===== config.mk =====
export PLATFORM = sky130hd
export DESIGN_NAME = bit_split_ctrl
export DESIGN_NICKNAME = d
export VERILOG_FILES = /design/src/rtl/bit_split_ctrl.sv
export SDC_FILE = /design/constraint.sdc
export NUM_CORES = 1
export LEC_CHECK = 0
export ABC_AREA = 1
export CAP_MARGIN = 20
export CORE_AREA = 3 3 40 42
export CTS_BUF_LIST = sky130_fd_sc_hd__clkbuf_8
export CTS_CLUSTER_DIAMETER = 50
export CTS_CLUSTER_SIZE = 24
export DETAILED_ROUTE_END_ITERATION = 12
export DIE_AREA = 0 0 43 45
export DONT_BUFFER_PORTS = 1
export SLEW_MARGIN = 0
export SYNTH_ARGS = -nofsm -noshare
export SYNTH_HDL_FRONTEND = slang
export SYNTH_SLANG_ARGS = --single-unit

===== constraint.sdc =====
create_clock -name clk -period 1.35 [get_ports clk]
set_input_delay 0.27 -clock clk [delete_from_list [all_inputs] [get_ports clk]]
set_output_delay 0.27 -clock clk [all_outputs]
set_load 0.02 [all_outputs]

===== src/rtl/bit_split_ctrl.sv =====
// rtl/bit_split_ctrl.sv - serial bit front end: even/odd split, toggle select, framing (optional parity: BIT_SPLIT_PARITY_EN)
module bit_split_ctrl #(
    parameter int FRAME_BITS = 8,
    parameter int CNT_W      = 4
) (
    input  logic             clk,
    input  logic             reset,
    input  logic             start,
    input  logic             din,
    input  logic             din_valid,
    output logic             din_ready,
    output logic             even,
    output logic             odd,
    output logic             tffout,
    output logic             bit_strobe,
    output logic [CNT_W-1:0] bit_count,
    output logic             busy,
    output logic             frame_done,
    input  logic             frame_ack,
    output logic             parity_out
);

    typedef enum logic [1:0] {IDLE, RUN, DONE} state_t;

    localparam logic [CNT_W-1:0] LAST_IDX = CNT_W'(FRAME_BITS - 1);

    state_t state, state_nxt;
    logic   accept;
    logic   last_bit;
    logic   frame_start;

    assign accept      = (state == RUN) && din_valid;
    assign last_bit    = (bit_count == LAST_IDX);
    assign frame_start = (state == IDLE) && start;

    always_ff @(posedge clk) begin
        if (reset) begin
            state <= IDLE;
        end else begin
            state <= state_nxt;
        end
    end

    // Handshake and status flags are decoded from state alone.
    always_comb begin
        state_nxt  = state;
        din_ready  = 1'b0;
        busy       = 1'b0;
        frame_done = 1'b0;
        case (state)
            IDLE: begin
                if (start) state_nxt = RUN;
            end
            RUN: begin
                din_ready = 1'b1;
                busy      = 1'b1;
                if (din_valid && last_bit) state_nxt = DONE;
            end
            DONE: begin
                frame_done = 1'b1;
                if (frame_ack) state_nxt = IDLE;
            end
            default: state_nxt = IDLE;
        endcase
    end

    // bit_count[0] is the index parity of the bit being accepted.
    always_ff @(posedge clk) begin
        if (reset) begin
            even       <= 1'b0;
            odd        <= 1'b0;
            tffout     <= 1'b0;
            bit_strobe <= 1'b0;
            bit_count  <= '0;
        end else begin
            bit_strobe <= accept;
            if (frame_start) begin
                bit_count <= '0;
            end else if (accept) begin
                bit_count <= bit_count + CNT_W'(1);
                if (!bit_count[0]) begin
                    even   <= din;
                    tffout <= 1'b0;
                end else begin
                    odd    <= din;
                    tffout <= 1'b1;
                end
            end
        end
    end

`ifdef BIT_SPLIT_PARITY_EN
    logic par_acc;

    always_ff @(posedge clk) begin
        if (reset) begin
            par_acc    <= 1'b0;
            parity_out <= 1'b0;
        end else if (frame_start) begin
            par_acc    <= 1'b0;
            parity_out <= 1'b0;
        end else if (accept) begin
            par_acc <= par_acc ^ din;
            if (last_bit) parity_out <= par_acc ^ din;
        end
    end
`else
    assign parity_out = 1'b0;
`endif

endmodule


; ---- After elaboration in Yosys (flattened, before gate mapping)
; Index checks and enable logic that the tools add are counted.
[totals]
register_bits = 10
in_bits = 6
out_inout_bits = 12
elab_cells = 31
[op_classes]
n_addsub = 1
eq_ne = 6
n_mux = 7
bitwise = 2
n_reduce_logical = 9
[ops]
columns = op, count
row1 = 3-bit AND reduction, 3
row2 = 2-bit two-way mux, 3
row3 = 2-bit one-hot mux with 3 select lines, 1
row4 = "4-bit by 1-bit adder with 4-bit output, second input constant", 1
row5 = "4-bit by 3-bit equality test with 1-bit output, second input constant", 1
row6 = "2-bit inequality test, second input constant", 2
row7 = 1-bit logical AND, 3
row8 = 1-bit two-way mux, 3
row9 = "2-bit by 1-bit equality test with 1-bit output, second input constant", 1
row10 = "2-bit equality test, second input constant", 1
row11 = 2-bit zero test, 1
row12 = "2-bit by 1-bit inequality test with 1-bit output, second input constant", 1
row13 = 1-bit inverter, 2
row14 = 2-bit AND reduction, 1
row15 = 2-bit OR reduction, 1

; ---- Depth between registers and ports, before layout
[logic_depth]
word_depth = 4
ltp_mapped = 6
ltp_nobuf = 6

; ---- Worst setup path after synthesis
; OpenSTA, ideal clock, no wires.
[synth_path]
path_kind = reg-to-reg
from = reg bit_count[0]
to = reg state[0]
t_arrival_ps = 995
slack_ps = 236
path_stages_with_launch = 5
cell_sequence = dfxtp_1 > ha_1 > nand2_1 > o21ai_1 > a21oi_1
[synth_between]
elab_chain_cells = 4
[synth_lines]
columns = element, line
row1 = start: declaration, 16  ; output logic [CNT_W-1:0] bit_count,
row2 = start signal: assignment, 80  ; bit_count <= bit_count + CNT_W'(1);
row3 = 4-bit by 3-bit equality test with 1-bit output, 33  ; assign last_bit = (bit_count == LAST_IDX);
row4 = 1-bit logical AND, 57  ; if (din_valid && last_bit) state_nxt = DONE;
row5 = 2-bit by 1-bit inequality test with 1-bit output (no line), --
row6 = 3-bit AND reduction (no line), --
row7 = end signal: assignment, 40  ; state <= state_nxt;
row8 = end: declaration, 27  ; state_t state, state_nxt;
; No other way between the ends.
; A chain may end at the register's enable or synchronous reset.

; ---- Worst setup path in the final report
[layout_path]
from = reg state[1]
to = out frame_done
[layout_between]
elab_chain_cells = 2
[layout_lines]
columns = element, line
row1 = 2-bit equality test, 50  ; case (state)
row2 = 1-bit two-way mux, 50
row3 = end: declaration, 18  ; output logic frame_done,
; No other way between the ends.

==> metrics.csv <==
stage,metric,value,unit
clock_network,cts_sinks,10,
placement,dp_hpwl,724,microns
final_layout,multi_input_area,223,sq um
logic_synthesis,synth_warnings,0,
clock_network,cts_hold_buf,0,
final_layout,fillers,142,
clock_network,clockBufferDepth,2,
routing,totalWireLength,919,microns
timing,period_share,91.1,%
routing,final_antenna_net_count,0,
placement,place.gp.congestion,0.792,
floorplanning,fp.dieH,45,microns
final_layout,num_antenna_cells,0,
clock_network,clk_pin_slew_worst_paths,0.05,ns
routing,wl_per_cell,10.6,microns
floorplanning,start_util,37.6,%
clock_network,root_buffer,clkbuf_8,
routing,remaining_drc_errors,0,
routing,via_count,389,
logic_synthesis,ys_ff_latch,10,
placement,port-buffer-count,0,
setup_path,r2r_slack,0.29,ns
timing,setup_viol,0,
logic_synthesis,avgSynthCellArea,7.32,sq um
timing,fin_skew,0.00114,ns
clock_network,numCtsBuffers,3,
min_path,hold_depth,1,
clock_network,post_cts_buffers,0,
setup_path,startpoint_type,flop,
final_layout,drive_gt1_share,25.0,%
clock_network,clk_latency,0.23,ns
setup_path,crit_slowest_cell,dfxtp_1,
logic_synthesis,synth_fp_nets,73,
timing,fin_tns_setup,0,ns
setup_path,cp.arrival,0.96,ns
timing,drv_slew,0,
logic_synthesis,syn_area,483,sq um
global_route,grt_max_degree,7,
clock_network,htree_levels,1,
pwr,power.leakage,0.252,nW
timing,max_freq,813,MHz
min_path,min_path_type,in2reg,
final_layout,final_common_cell,nand2_1,
timing,worst_slack,0.120,ns
final_layout,layout-area-overhead-vs-synth,18.4,%
clock_network,cts_tree,built,
global_route,grt_first_pass_wirelength,1590,microns
floorplanning,std_cell_rows,13,
final_layout,final_nets,80,
floorplanning,io_pins,18,
logic_synthesis,synth_top_area_share,41.5,%
setup_path,critical_path_required,1.08,ns
global_route,antenna_found_initial,0,
run,cap_violations,0,
logic_synthesis,ys_seq_area_share,41.5,%
logic_synthesis,syn_inst,66,
clock_network,ctsResizeCount,0,
setup_path,cp_max_fo,4,
floorplanning,die_area,0.00194,sq mm
final_layout,seq_area,200,sq um
logic_synthesis,ys_types,17,
final_layout,final_cell_mix,"nand2_1, nor2_1, dfxtp_1, inv_1",
routing,vias_per_cell,4.47,
pwr,powerDensity,1310,mW/mm^2
setup_path,slowest_delay,0.35,ns
global_route,grt_overflow_total,0,
global_route,grtUsageTotal,11.6,%
placement,place_ws,0.300,ns
routing,drt-pass1-iter-count,2,
setup_path,cp_cell_sequence,inv_2 -> nor2_1,
timing,final.min_clock_period,1.23,ns
status,status,completed,
floorplanning,core,0.00128,sq mm
setup_path,crit_type,reg2out,
routing,first_iter_violations,5,
logic_synthesis,synth_area_leader_cell,dfxtp_1,
timing,rsz0062_at_grt,no,
global_route,grt_pass1_vias,380,
floorplanning,dieWidth,43,microns
pwr,ir_drop,0.000655,V
setup_path,reg2regPathDepth,5,
setup_path,end_kind,output port,
logic_synthesis,yosys-top-cells-area,"dfxtp_1, nand2_1, nor2_1",
timing,hold_viol_final,0,
## state kept, by name (all words and copies together) (netlist names)
| register | count |
|---|---|
| bit_count | 4 |
| bit_strobe | 1 |
| even | 1 |
| odd | 1 |
| state | 2 |
| tffout | 1 |
## layout make-up
class | instances | area share [%]
Multi-Input combinational cell | 42 | 38.9
Sequential cell | 10 | 35.0
Clock buffer | 4 | 9.63
Inverter | 12 | 7.88
Timing Repair Buffer | 4 | 5.25
Tap cell | 15 | 3.28
## path summary, 6_finish.rpt
kind	startpoint	end
hold reg to reg	bit_count[2]	bit_count[2]
setup / recovery	state[1]	frame_done
hold / removal	reset	state[0]
setup reg to reg	bit_count[0]	state[1]
## logic make-up (layout without fill, tap and decap cells)
family          Yosys count  count (layout)  synth area share [%]
simple gates             30              30                  30.6
flops                    10              10                  41.5
fa+ha+maj                 1               1                  2.59
compound gates           10              10                  12.2
buf+inv                  14              20                  12.4
other cells               1               1                 0.776
## metal layers
layer  up-vias  global-route usage (%)  part of all wire (%)
met3         2                    7.57                    10
li1        212                       -                     -
met5         -                       0                     0
met1       161                    13.8                    47
met4         0                    7.23                   1.1
met2        14                    15.3                    41
## cell usage after synthesis
cell / instances
a21oi_1: 3
a21oi_2: 2
inv_1: 8
nand2_1: 13
nand3_1: 2
o21ai_1: 4
inv_2: 4
conb_1: 1
nor2_2: 1
nand3_4: 1
nor3_1: 1
buf_4: 2
nor2_4: 2
dfxtp_1: 10
nor2_1: 10
ha_1: 1
a31oi_1: 1
## report_power, final
part,internal [W],switching [W],total [W]
logic,0.0000154,0.0000384,0.0000537
registers,0.000305,0.0000156,0.000321
clock network,0.000256,0.000119,0.000375
## critical path: cells and delay by family, from the launching register on
kind / cells / cell delay (ns)
DFF: 1 / 0.35
and+or+nand+nor: 1 / 0.30
buffers and inverters: 1 / 0.07
## metrics by stage
stage / hold WS (ns) / total power [W] / area (sq um) / utilization [%] / std cells
6_report: 0.0970 / 0.000750 / 572 / 44.5 / 87
5_1_grt: 0.0924 / 0.000781 / 572 / 44.5 / 87
3_3_place_gp: 0.341 / 0.000381 / 517 / 40.2 / 83
3_5_place_dp: 0.343 / 0.000381 / 517 / 40.2 / 83
4_1_cts: 0.0911 / 0.000764 / 572 / 44.5 / 87
2_1_floorplan: 0.339 / 0.000376 / 483 / - / 66
Power figures use the tool's default switching activity.
